===== src/rtl/astar_rd_resp_gen.sv =====
// Burst read responder: splits one request into single-word tile memory reads and returns each beat as a task-with-data.
// Optional counters are built only when ASTAR_RESP_STATS_EN is defined.
module astar_rd_resp_gen #(
  parameter int unsigned TILE_ID   = 0,
  parameter int unsigned LOG_DEPTH = 4,
  parameter type task_t          = logic [63:0],
  parameter type subtype_t       = logic [3:0],
  parameter type cq_slice_slot_t = logic [3:0],
  parameter type data_t          = logic [63:0],
  parameter type byte_t          = logic [7:0]
) (
  input  logic           clk,
  input  logic           rstn,
  input  logic           arvalid,
  output logic           arready,
  input  logic [31:0]    araddr,
  input  logic [2:0]     arsize,
  input  logic [7:0]     arlen,
  input  task_t          resp_task,
  input  subtype_t       resp_subtype,
  input  logic           resp_mark_last,
  input  cq_slice_slot_t in_cq_slot,
  output logic           mem_valid,
  input  logic           mem_ready,
  output logic [31:0]    mem_addr,
  output logic [2:0]     mem_size,
  input  logic           mem_rvalid,
  input  logic [63:0]    mem_rdata,
  output logic           out_valid,
  input  logic           out_ready,
  output task_t          out_task,
  output data_t          out_data,
  output byte_t          out_word_id,
  output subtype_t       out_subtype,
  output cq_slice_slot_t out_cq_slot,
  output logic           out_last,
  output logic [31:0]    stat_beats,
  output logic [31:0]    stat_stalls
);

  localparam logic [LOG_DEPTH+1:0] DEPTH_W = {2'b01, {LOG_DEPTH{1'b0}}};
  localparam logic [LOG_DEPTH:0]   CNT_ONE = {{LOG_DEPTH{1'b0}}, 1'b1};

  typedef enum logic [1:0] {S_IDLE, S_ISSUE, S_DRAIN} state_t;

  typedef struct packed {
    data_t data;
    byte_t word_id;
    logic  last;
  } beat_t;

  state_t         state_q, state_d;
  logic [31:0]    base_q;
  logic [2:0]     size_q;
  logic [7:0]     len_q;
  task_t          task_q;
  subtype_t       sub_q;
  logic           mark_q;
  cq_slice_slot_t slot_q;

  logic [7:0]           issue_cnt_q, done_cnt_q, resp_cnt_q;
  logic [LOG_DEPTH:0]   outst_q, fifo_cnt_q;
  logic [LOG_DEPTH-1:0] wr_ptr_q, rd_ptr_q;
  beat_t                fifo_mem [0:(1<<LOG_DEPTH)-1];

  logic        accept, mem_hs, rsp_take, pop;
  logic [1:0]  shift;
  logic [63:0] rdata_ext;
  beat_t       push_beat, head;

  // Only arsize==2 narrows the beat; every other encoding behaves as 8-byte beats.
  assign shift     = (size_q == 3'd2) ? 2'd2 : 2'd3;
  assign rdata_ext = (size_q == 3'd2) ? {32'b0, mem_rdata[31:0]} : mem_rdata;

  assign accept   = arvalid & arready;
  assign mem_hs   = mem_valid & mem_ready;
  assign rsp_take = mem_rvalid & (outst_q != '0);
  assign pop      = out_valid & out_ready;

  assign mem_addr = base_q + ({24'b0, issue_cnt_q} << shift);
  assign mem_size = size_q;

  assign push_beat.data    = data_t'(rdata_ext);
  assign push_beat.word_id = byte_t'(resp_cnt_q);
  assign push_beat.last    = mark_q & (resp_cnt_q == len_q);

  assign head        = fifo_mem[rd_ptr_q];
  assign out_valid   = (fifo_cnt_q != '0);
  assign out_data    = head.data;
  assign out_word_id = head.word_id;
  assign out_last    = out_valid & head.last;
  assign out_task    = task_q;
  assign out_subtype = sub_q;
  assign out_cq_slot = slot_q;

  always_comb begin
    state_d   = state_q;
    arready   = 1'b0;
    mem_valid = 1'b0;
    case (state_q)
      S_IDLE: begin
        arready = 1'b1;
        if (arvalid) state_d = S_ISSUE;
      end
      S_ISSUE: begin
        // Reads in flight plus buffered beats never exceed the buffer, so pushes cannot overflow.
        mem_valid = (({1'b0, outst_q} + {1'b0, fifo_cnt_q}) < DEPTH_W);
        if (mem_valid && mem_ready && (issue_cnt_q == len_q)) state_d = S_DRAIN;
      end
      S_DRAIN: begin
        if (pop && (done_cnt_q == len_q)) state_d = S_IDLE;
      end
      default: state_d = S_IDLE;
    endcase
  end

  always_ff @(posedge clk) begin
    if (!rstn) begin
      state_q     <= S_IDLE;
      base_q      <= '0;
      size_q      <= '0;
      len_q       <= '0;
      task_q      <= '0;
      sub_q       <= '0;
      mark_q      <= 1'b0;
      slot_q      <= '0;
      issue_cnt_q <= '0;
      done_cnt_q  <= '0;
      resp_cnt_q  <= '0;
      outst_q     <= '0;
      fifo_cnt_q  <= '0;
      wr_ptr_q    <= '0;
      rd_ptr_q    <= '0;
    end else begin
      state_q <= state_d;
      if (accept) begin
        base_q      <= araddr;
        size_q      <= arsize;
        len_q       <= arlen;
        task_q      <= resp_task;
        sub_q       <= resp_subtype;
        mark_q      <= resp_mark_last;
        slot_q      <= in_cq_slot;
        issue_cnt_q <= '0;
        done_cnt_q  <= '0;
        resp_cnt_q  <= '0;
      end else begin
        if (mem_hs)   issue_cnt_q <= issue_cnt_q + 8'd1;
        if (pop)      done_cnt_q  <= done_cnt_q + 8'd1;
        if (rsp_take) resp_cnt_q  <= resp_cnt_q + 8'd1;
      end
      case ({mem_hs, rsp_take})
        2'b10:   outst_q <= outst_q + CNT_ONE;
        2'b01:   outst_q <= outst_q - CNT_ONE;
        default: outst_q <= outst_q;
      endcase
      case ({rsp_take, pop})
        2'b10:   fifo_cnt_q <= fifo_cnt_q + CNT_ONE;
        2'b01:   fifo_cnt_q <= fifo_cnt_q - CNT_ONE;
        default: fifo_cnt_q <= fifo_cnt_q;
      endcase
      if (rsp_take) wr_ptr_q <= wr_ptr_q + 1'b1;
      if (pop)      rd_ptr_q <= rd_ptr_q + 1'b1;
    end
  end

  always_ff @(posedge clk) begin
    if (rsp_take) fifo_mem[wr_ptr_q] <= push_beat;
  end

`ifdef ASTAR_RESP_STATS_EN
  logic [31:0] beats_q, stalls_q;

  always_ff @(posedge clk) begin
    if (!rstn) begin
      beats_q  <= '0;
      stalls_q <= '0;
    end else begin
      if (pop && (beats_q != '1)) beats_q <= beats_q + 32'd1;
      if (out_valid && !out_ready && (stalls_q != '1)) stalls_q <= stalls_q + 32'd1;
    end
  end

  assign stat_beats  = beats_q;
  assign stat_stalls = stalls_q;
`else
  assign stat_beats  = '0;
  assign stat_stalls = '0;
`endif

endmodule


===== config.mk =====
export PLATFORM = sky130hd
export DESIGN_NAME = astar_rd_resp_gen
export DESIGN_NICKNAME = d
export VERILOG_FILES = /design/src/rtl/astar_rd_resp_gen.sv
export SDC_FILE = /design/constraint.sdc
export NUM_CORES = 1
export LEC_CHECK = 0
export CORE_MARGIN = 3
export CORE_UTILIZATION = 55
export CTS_CLUSTER_DIAMETER = 60
export DETAILED_ROUTE_END_ITERATION = 16
export PLACE_DENSITY = 0.76
export SETUP_SLACK_MARGIN = 0.3
export SLEW_MARGIN = 10
export SYNTH_ARGS = -nofsm -noshare
export SYNTH_HDL_FRONTEND = slang
export SYNTH_SLANG_ARGS = --single-unit

===== constraint.sdc =====
create_clock -name clk -period 16 [get_ports clk]
set_input_delay 3.2 -clock clk [delete_from_list [all_inputs] [get_ports clk]]
set_output_delay 3.2 -clock clk [all_outputs]
set_load 0.01 [all_outputs]

==> results of run 1 <==
==> worst max path at each step <==
stage                    start             end  slack [ns]  cells after the start
global route         flip-flop    out_data[51]        7.29                      5
detailed placement   flip-flop    out_data[51]        8.38                      5
finish               flip-flop    out_data[51]        7.80                      5
floorplan           mem_rvalid  fifo_mem[2][0]        6.67                      5
global placement     flip-flop    out_data[51]        8.44                      5
CTS                  flip-flop    out_data[51]        7.58                      5
==> cell usage after synthesis (2+ instances only) <==
library cell / instances
inv_1: 22
mux2i_1: 4
fa_1: 3
nand2b_1: 4
ha_1: 29
nor3b_1: 2
buf_4: 86
xor2_1: 50
nand2_1: 274
and3_1: 9
nand3_1: 10
a21oi_1: 22
mux2_2: 7
buf_6: 14
nand4_1: 18
nor2b_1: 38
o211ai_1: 3
clkbuf_1: 80
nor2_1: 44
mux4_2: 365
buf_2: 7
o21ai_0: 12
nor3_1: 15
dfxtp_1: 164
buf_1: 17
xnor2_1: 35
a21boi_1: 2
edfxtp_1: 1168
and2_1: 18
a21boi_0: 120
nor4_1: 10
a211oi_1: 2
or4_1: 2
a21o_1: 2
==> cell families (layout without fill, tap and decap cells) <==
| family | count (synthesis) | in the layout | share of synthesized area, % |
|---|---|---|---|
| adder cells (fa/ha/maj) | 32 | 32 | 0.8073 |
| other | 1 | 69 | 0.007159 |
| AO/OA/AOI/OAI | 169 | 169 | 2.286 |
| XOR/XNOR | 85 | 85 | 1.421 |
| buffers and inverters | 226 | 683 | 2.453 |
| multiplexers | 376 | 376 | 15.92 |
| AND/OR/NAND/NOR | 452 | 452 | 3.886 |
| flip-flops | 1332 | 1332 | 73.22 |
==> final cells by class <==
cell class,count,area (um^2)
Sequential cell,1332,38370
Fill cell,6090,32180
Multi-Input combinational cell,1178,13110
Timing Repair Buffer,418,4066
Clock buffer,156,3500
Tap cell,1254,1569
Clock inverter,87,1002
Inverter,22,82.58
Antenna cell,5,12.51
==> per-stage QoR <==
step | cells | instance area, um^2 | hold slack (ns)
finish | 4452 | 61710 | 0.4658
global route | 4448 | 61700 | 0.4887
CTS | 4447 | 61700 | 0.4682
detailed placement | 4204 | 57190 | 0.4591
global placement | 4204 | 57190 | 0.4524
floorplan | 2736 | 52620 | 0.4390
==> routing by layer <==
layer  GRT usage (%)  up-vias  share of wire, %
met4           6.699        6               2.1
met3           5.793      184               8.2
met2           41.75     1263                51
li1                -    11340                 -
met5               0        -             0.028
met1           33.05    14050                38
==> tightest hold or removal path, stage by stage, from the launching register on <==
cell	delay, ns
dfxtp_1	0.31
nand2_1	0.05
a21boi_0	0.06
==> power breakdown <==
group	total, mW	switching [mW]	internal (mW)
logic	1.27	0.618	0.652
registers	4.01	0.0814	3.93
clock network	3.15	1.33	1.82
total	8.43	2.03	6.40
==> registers in the layout (all words and copies together) (netlist names), named ones only <==
| register | cells |
|---|---|
| base_q | 32 |
| out_cq_slot | 4 |
| state_q | 2 |
| out_subtype | 4 |
| outst_q | 5 |
| mark_q | 1 |
| mem_size | 3 |
| out_task | 64 |
| resp_cnt_q | 8 |
| len_q | 8 |
| fifo_mem | 1168 |
| fifo_cnt_q | 5 |
| issue_cnt_q | 8 |
| wr_ptr_q | 4 |
| done_cnt_q | 8 |
| rd_ptr_q | 4 |
==> impl_metrics.py, run 1 <==
metrics = {
    "status": {
        "status": "finished clean",
    },
    "critical_path": {
        "worst_ep_required_time_ns": 12.80,
        "worstSetupEndpointType": "output port",
        "cp_top_family": "buffers and inverters",
        "cp-start-kind": "flip-flop",
        "crit_chain": "buf_4, buf_4, mux4_2, mux4_2, clkdlybuf4s50_1",
        "reg2reg_from": "outst_q[4]",
        "critPathArrivalTime_ns": 5.00,
        "cpPeakStageDelay_ns": 0.96,
        "cp_max_fo": 47,
        "r2r_slack_ns": 12.41,
        "critPathKind": "reg -> out",
        "rr_endpoint": "outst_q[4]",
        "reg2regPathDepth": 11,
        "worst-path-buf-inv": 3,
        "worst_path_max_delay_cell": "dfxtp_4",
    },
    "synth": {
        "syn_area_per_cell_um2": 19.60,
        "ys_warn_count": 0,
        "synth_cell_types": 49,
        "yosysTopAreaCell": "edfxtp_1",
        "synth_edf_count": 1168,
        "async_flop_share_pct": 0,
        "ys_seq_area_share_pct": 73.22,
        "syn_area_um2": 52390,
        "synth_ff_type": "edfxtp_1",
        "syn_inst": 2673,
        "synth.area.top_cells": "edfxtp_1 (67%), mux4_2 (16%), dfxtp_1 (6.3%)",
        "yosysTopAreaCellShare_pct": 66.95,
        "ys_ff_latch": 1332,
    },
    "sta": {
        "hold_viol": 0,
        "grt_setup_unrepaired": "false",
        "period_needed_ns": 8.203,
        "slew_headroom_pct": 18.50,
        "finalSetupViolations": 0,
        "worst_slack_ns": 7.797,
        "final.setup.tns_ns": 0,
        "finClkSkew_ns": 0.03314,
        "clock.fmax_mhz": 121.9,
        "final_max_slew_viol_count": 0,
        "finalCritPeriodShare_pct": 51.27,
        "tightest_slew_ns": 1.217,
    },
    "routing": {
        "drt_iter0_markers": 2833,
        "vias_per_cell": 6.031,
        "drc": 0,
        "vias": 26850,
        "wl_um": 121300,
        "wire_per_inst_um": 27.25,
        "drtPass1Iterations": 5,
        "ant_nets": 0,
    },
    "min_path": {
        "min_path_cells": 2,
        "worstHoldStart": "out_task[17]",
        "hold_class": "reg -> reg",
        "hold_end": "out_task[17]",
    },
    "floorplanning": {
        "dieArea_um2": 98990,
        "rows": 112,
        "fp.dieW_um": 314.6,
        "fp.dieH_um": 314.6,
        "fp.coreArea_um2": 93890,
        "io_pins": 433,
        "start_util_pct": 55.79,
    },
    "place": {
        "hpwlAfterDp_um": 66050,
        "gp_congestion": 0.8710,
        "port_buffers": 368,
        "post-place-ws_ns": 8.384,
    },
    "clocking": {
        "insertion_delay_ns": 0.75,
        "ctsResizeCount": 0,
        "clkTransAtPathRegs_ns": 0.06,
        "postCtsHoldBufs": 0,
        "cts_sinks": 1332,
        "cts_tree": "done",
        "cts_buffers": 136,
        "ctsHtreeMaxLevel": 4,
        "post_cts_buffers": 0,
        "clk_path_buf_depth": 3,
        "root_buffer": "clkbuf_16",
    },
    "final_layout": {
        "areaGrowthSynthToFinish_pct": 17.80,
        "nets": 3306,
        "drive_gt1_share_pct": 20.26,
        "layout_common_cells": "edfxtp_1 (1168), clkdlybuf4s50_1 (367), mux4_2 (365), nand2_1 (273), dfxtp_1 (160)",
        "final_core_util_pct": 65.73,
        "layout_commonest_cell": "edfxtp_1",
    },
    "power_and_ir_drop": {
        "power_density_nw_per_um2": 136.6,
        "p_total_mw": 8.427,
        "ir_drop_mv": 0.08802,
        "p_leak_nw": 19.63,
    },
    "grt": {
        "grt_max_degree": 165,
        "grt_overflow": 0,
        "antenna_found_initial": 9,
        "first_global_vias": 28200,
        "grt_pass1_wl_um": 181000,
        "track_usage_pct": 24.86,
    },
    "job": {
        "drv_cap": 0,
    },
}
No activity file was read; power rests on OpenSTA's default activity.
==> inputs of run 2 (changes only) <==
--- a/config.mk
+++ b/config.mk
@@ -6,7 +6,7 @@
 export NUM_CORES = 1
 export LEC_CHECK = 0
 export CORE_MARGIN = 3
-export CORE_UTILIZATION = 55
+export CORE_UTILIZATION = 52
 export CTS_CLUSTER_DIAMETER = 60
 export DETAILED_ROUTE_END_ITERATION = 16
 export PLACE_DENSITY = 0.76
==> constraint.sdc (replaced) <==
create_clock -name clk -period 6.7 [get_ports clk]
set_input_delay 1.34 -clock clk [delete_from_list [all_inputs] [get_ports clk]]
set_output_delay 1.34 -clock clk [all_outputs]
set_load 0.01 [all_outputs]
==> run 2 against run 1 <==
Hold slack about the same. Critical endpoint is now mem_addr[24]. Total power rose by 140%. Cell area is 0.35% higher. Sequential power is 140% higher. First-iteration DRC count down 11%. Clock skew is 0.0030 ns lower. Register-to-register slack worse by 9.3 ns. Non-clock buffer count up 4. Sequential share of layout area down 0.22 points.
==> impl_metrics.py, run 2 (synthesis gave the netlist of run 1 again) <==
metrics = {
    "sta": {
        "hold_viol": 0,
        "final_max_slew_viol_count": 0,
        "finalSetupViolations": 0,
        "grt_setup_unrepaired": "false",
        "final.setup.tns_ns": 0,
        "clock.fmax_mhz": 165.9,
        "worst_hold_slack_ns": 0.4662,
        "finalCritPeriodShare_pct": 89.96,
        "tightest_slew_ns": 1.223,
        "finClkSkew_ns": 0.03011,
        "slew_headroom_pct": 18.20,
        "period_needed_ns": 6.027,
    },
    "routing": {
        "drt_iter0_markers": 2524,
        "wl_met3_um": 10940,
        "dr.max_layer_used": "met5",
        "vias": 26840,
        "wl_um": 123600,
        "drc": 0,
        "ant_nets": 0,
        "drtPass1Iterations": 7,
        "wire_per_inst_um": 27.57,
        "wl_met1_um": 46300,
        "route.met2.wl_um": 63210,
        "vias_per_cell": 5.986,
    },
    "floorplanning": {
        "dieArea_um2": 104600,
        "start_util_pct": 52.84,
        "fp.coreArea_um2": 99140,
        "fp.dieH_um": 323.4,
        "rows": 115,
        "fp.dieW_um": 323.4,
        "io_pins": 433,
    },
    "final_layout": {
        "drive_gt1_share_pct": 20.53,
        "layout_commonest_cell": "edfxtp_1",
        "final_core_util_pct": 62.47,
        "largest_reg_flops": 1168,
        "nets": 3309,
        "areaGrowthSynthToFinish_pct": 18.22,
        "regMostFlops": "fifo_mem",
        "multi_input_area_um2": 13140,
        "layout_common_cells": "edfxtp_1 (1168), clkdlybuf4s50_1 (367), mux4_2 (365), nand2_1 (273), dfxtp_1 (160)",
        "regArea_um2": 38370,
        "fill_cells": 6583,
    },
    "critical_path": {
        "cpPeakStageDelay_ns": 0.65,
        "cp_max_fo": 12,
        "worst-path-buf-inv": 2,
        "crit_chain": "nor3b_2, and2_1, ha_1, inv_1, fa_1, nand2b_1, a21oi_1, o31ai_4, nor4_1, xor2_1, clkdlybuf4s50_1",
        "worstSetupEndpointType": "output port",
        "worst_ep_required_time_ns": 5.36,
        "cp-start-kind": "flip-flop",
        "critPathKind": "reg -> out",
        "worst_path_max_delay_cell": "nor3b_2",
        "critPathArrivalTime_ns": 4.69,
        "cp_top_family": "simple AND/OR/NAND/NOR gates",
    },
    "min_path": {
        "hold_class": "reg -> reg",
    },
    "clocking": {
        "cts_buffers": 135,
        "postCtsHoldBufs": 0,
        "cts_sinks": 1332,
        "cts_tree": "done",
        "root_buffer": "clkbuf_16",
        "clk_path_buf_depth": 3,
        "clkTransAtPathRegs_ns": 0.06,
        "insertion_delay_ns": 0.75,
        "ctsHtreeMaxLevel": 4,
    },
    "grt": {
        "grt_pass1_wl_um": 183200,
        "antenna_found_initial": 9,
        "first_global_vias": 28440,
        "track_usage_pct": 23.93,
        "grt_overflow": 0,
        "grt_max_degree": 109,
    },
    "power_and_ir_drop": {
        "p_leak_nw": 19.64,
        "ir_drop_mv": 0.2640,
        "power_density_nw_per_um2": 323.0,
        "p_total_mw": 20.00,
    },
    "job": {
        "drv_cap": 0,
    },
    "status": {
        "status": "finished clean",
    },
    "place": {
        "hpwlAfterDp_um": 67360,
        "port_buffers": 368,
        "gp_congestion": 0.8721,
    },
}
[run 2: cell types whose count changed in the layout (fill, tap and decap cells not counted), sizes merged]
cell,before,now
buf,51,55
bufinv,14,9
clkbuf,156,167
clkinv,64,54
clkinvlp,3,2
diode,5,2
inv,28,31
[run 2: final timing paths]
| path | slack (ns) | startpoint | depth (start not counted) | endpoint |
|---|---|---|---|---|
| worst min register to register | 0.47 | out_task[10] | 2 | out_task[10] |
| worst min-delay path | 0.47 | out_task[10] | 2 | out_task[10] |
| worst max-delay path | 0.67 | mem_size[1] | 11 | mem_addr[24] |
| worst max register to register | 3.11 | outst_q[4] | 11 | outst_q[4] |
[run 2: metal layers]
layer	vias up	GRT usage [%]
met5	-	0
met4	6	7.181
met3	220	6.025
met2	1309	40.41
met1	13960	30.92
li1	11350	-
[run 2: repair_timing]
| item | CTS | global route |
|---|---|---|
| gates resized for setup | 0 | 2 |
| buffers inserted | 0 | 3 |
| setup endpoints to repair | 0 | 8 |
[run 2: area by class of cell]
cell class	instances	area share (%)
clock buffers	167	5.800
repair buffers	422	7.059
multi-input cells	1178	21.22
clock inverters	74	1.216
inverters	22	0.1333
well taps	1287	2.600
flip-flops and latches	1332	61.96
diodes	2	0.008081
[run 2: worst min-delay path, cell delays in order, from the launching register on]
cell and delay [ns]:
dfxtp_1 0.31, nand2_1 0.05, a21boi_0 0.06
[run 2: power breakdown]
group	internal (mW)	switching, mW
clock	4.20	3.14
sequential	9.37	0.177
combinational	1.58	1.53
[run 2: through the flow]
step                      instances  setup slack (ns)  instance area (um^2)
after floorplan                2736             1.185                 52640
after global placement         4238             1.400                 57540
after detailed placement       4238             1.219                 57540
after CTS                      4479            0.3642                 61890
after global routing           4483            0.4020                 61930
final                          4484            0.6730                 61930
==> RTL change, RTL diff (config.mk and constraints of run 1) <==
Build with the macro `ASTAR_RESP_STATS_EN` defined.
--- a/src/rtl/astar_rd_resp_gen.sv
+++ b/src/rtl/astar_rd_resp_gen.sv
@@ -1,4 +1,6 @@
 // Burst read responder: splits one request into single-word tile memory reads and returns each beat as a task-with-data.
 // Optional counters are built only when ASTAR_RESP_STATS_EN is defined.
+`define ASTAR_RESP_STATS_EN
+
 module astar_rd_resp_gen #(
   parameter int unsigned TILE_ID   = 0,
Function: not settled (the Yosys comparison gave no result); the edit may change what the design does.
==> RTL change against run 1 <==
- cell area is 5.7% higher
- combinational power is 49% higher
- area after synthesis is 4.5% higher
- sequential cell count is 64 higher
- worst setup slack worse by 250 ps
- wire length is 16% higher
- first-iteration DRC count is 11% higher
- sequential share of layout area is 1.4 points lower
- total power is 12% higher
- critical path type unchanged
==> RTL change: results (changes against run 1) <==
stage,metric,value,unit,change
place,placed_area,0.0606,sq mm,+5.9%
layout,fill_cells,6337,,+4.1%
power,powerClk,3.32,mW,+5%
setup_path,crit_fanout,41,,-13%
place,dp_hpwl,77300,microns,+17%
setup_path,rr_worst_depth,12,,+1
logic_synthesis,ys_types,66,,+35%
outcome,run_status,completed,,
setup_path,r2r_slack,12360,ps,-50 ps
setup_path,worstPathArrival,5250,ps,+250 ps
place,placed_cells,4607,,+9.6%
power,p_leak,20.7,nW,+5.2%
place,gp_congestion,0.958,,+10%
power,p_per_area,144,mW/mm^2,+5.8%
logic_synthesis,synth_area_leaders,"edfxtp_1 (64%), mux4_2 (15%), dfxtp_1 (8.3%)",,
min_path,hold_start,out_task[36],,
logic_synthesis,synth_common_cells,"edfxtp_1 (1168), mux4_2 (365), nand2_1 (293)",,
logic_synthesis,ys.flop_type,edfxtp_1,,
detailed_routing,drt_iter0_drc,3141,,+11%
global_route,grt_usage,27.5,%,+2.6 points
sta,clock_skew,28.5,ps,-4.68 ps
detailed_routing,via_count,30600,,+14%
global_route,antenna_found_initial,5,,-4
power,p_sw,2.41,mW,+19%
layout,nets,3686,,+11%
global_route,grt_pass1_vias,31800,,+13%
layout,top_register,fifo_mem,,
min_path,hold_end,out_task[36],,
logic_synthesis,ys_seq_area_share,72.4,%,-0.81 points
global_route,grt_pass1_wl,209000,microns,+15%
detailed_routing,first_pass_iters,6,,+1
power,irDropWorstVdd,0.113,mV,+28%
logic_synthesis,synth_cells,2999,,+12%
global_route,grt_max_degree,174,,+5.5%
clocking,cts-buffers-inserted,144,,+5.9%
sta,holdWs,454,ps,-12.0 ps
place,pre_cts_ws,8290,ps,-96.2 ps
layout,finalNonFillerCells,4869,,+9.4%
## RTL change: changes by cell type after synthesis, moves of 27 or more
cell | run 1 | this run
or3_1 | 1 | 31
a21boi_0 | 120 | 2
buf_2 | 7 | 34
buf_4 | 86 | 4
dfxtp_1 | 164 | 228
nor2_1 | 44 | 80
a21oi_1 | 22 | 181
## RTL change: worst max-delay path, cell delays in order, from the launching register on
cell and delay, ps:
dfxtp_1 330, nor3b_2 190, buf_4 620, mux2_2 410
ha_1 340, a21o_1 200, a31o_2 230, o211ai_1 830
a2111oi_0 290, xor2_1 430, clkdlybuf4s50_1 630
## RTL change: how the worst max path moves through the flow
stage,end,slack [ps],cells past startpoint
global placement,mem_addr[25],8410,10
detailed placement,mem_addr[25],8290,10
finish,mem_addr[25],7550,10
CTS,mem_addr[25],7460,10
floorplan,fifo_mem[1][0],6550,5
global route,mem_addr[25],7320,10
## RTL change: cell type report
class | instances | share of cell area [%]
sequential | 1396 | 60.8
antenna | 3 | 0.0115
inverter | 28 | 0.169
timing repair buffer | 478 | 7.21
tap | 1287 | 2.47
clock inverter | 72 | 1.20
multi-input combinational | 1418 | 22.2
clock buffer | 187 | 5.98
## RTL change: cell families after synthesis
group / after synthesis / share of synthesized area [%]
buffers and inverters: 185 / 1.40
AO/OA/AOI/OAI: 284 / 3.02
XOR/XNOR: 86 / 1.38
multiplexers: 388 / 15.5
flip-flops: 1396 / 72.4
AND/OR/NAND/NOR: 626 / 5.53
adder cells (fa/ha/maj): 34 / 0.818
## RTL change: routing by layer
metal | GRT usage [%] | up-vias | routed length [microns]
met1 | 33.9 | 15900 | 50100
met5 | 0 | - | 13
met3 | 6.62 | 254 | 11300
met4 | 10.6 | 2 | 5570
met2 | 47.3 | 1467 | 73300
li1 | - | 12900 | -
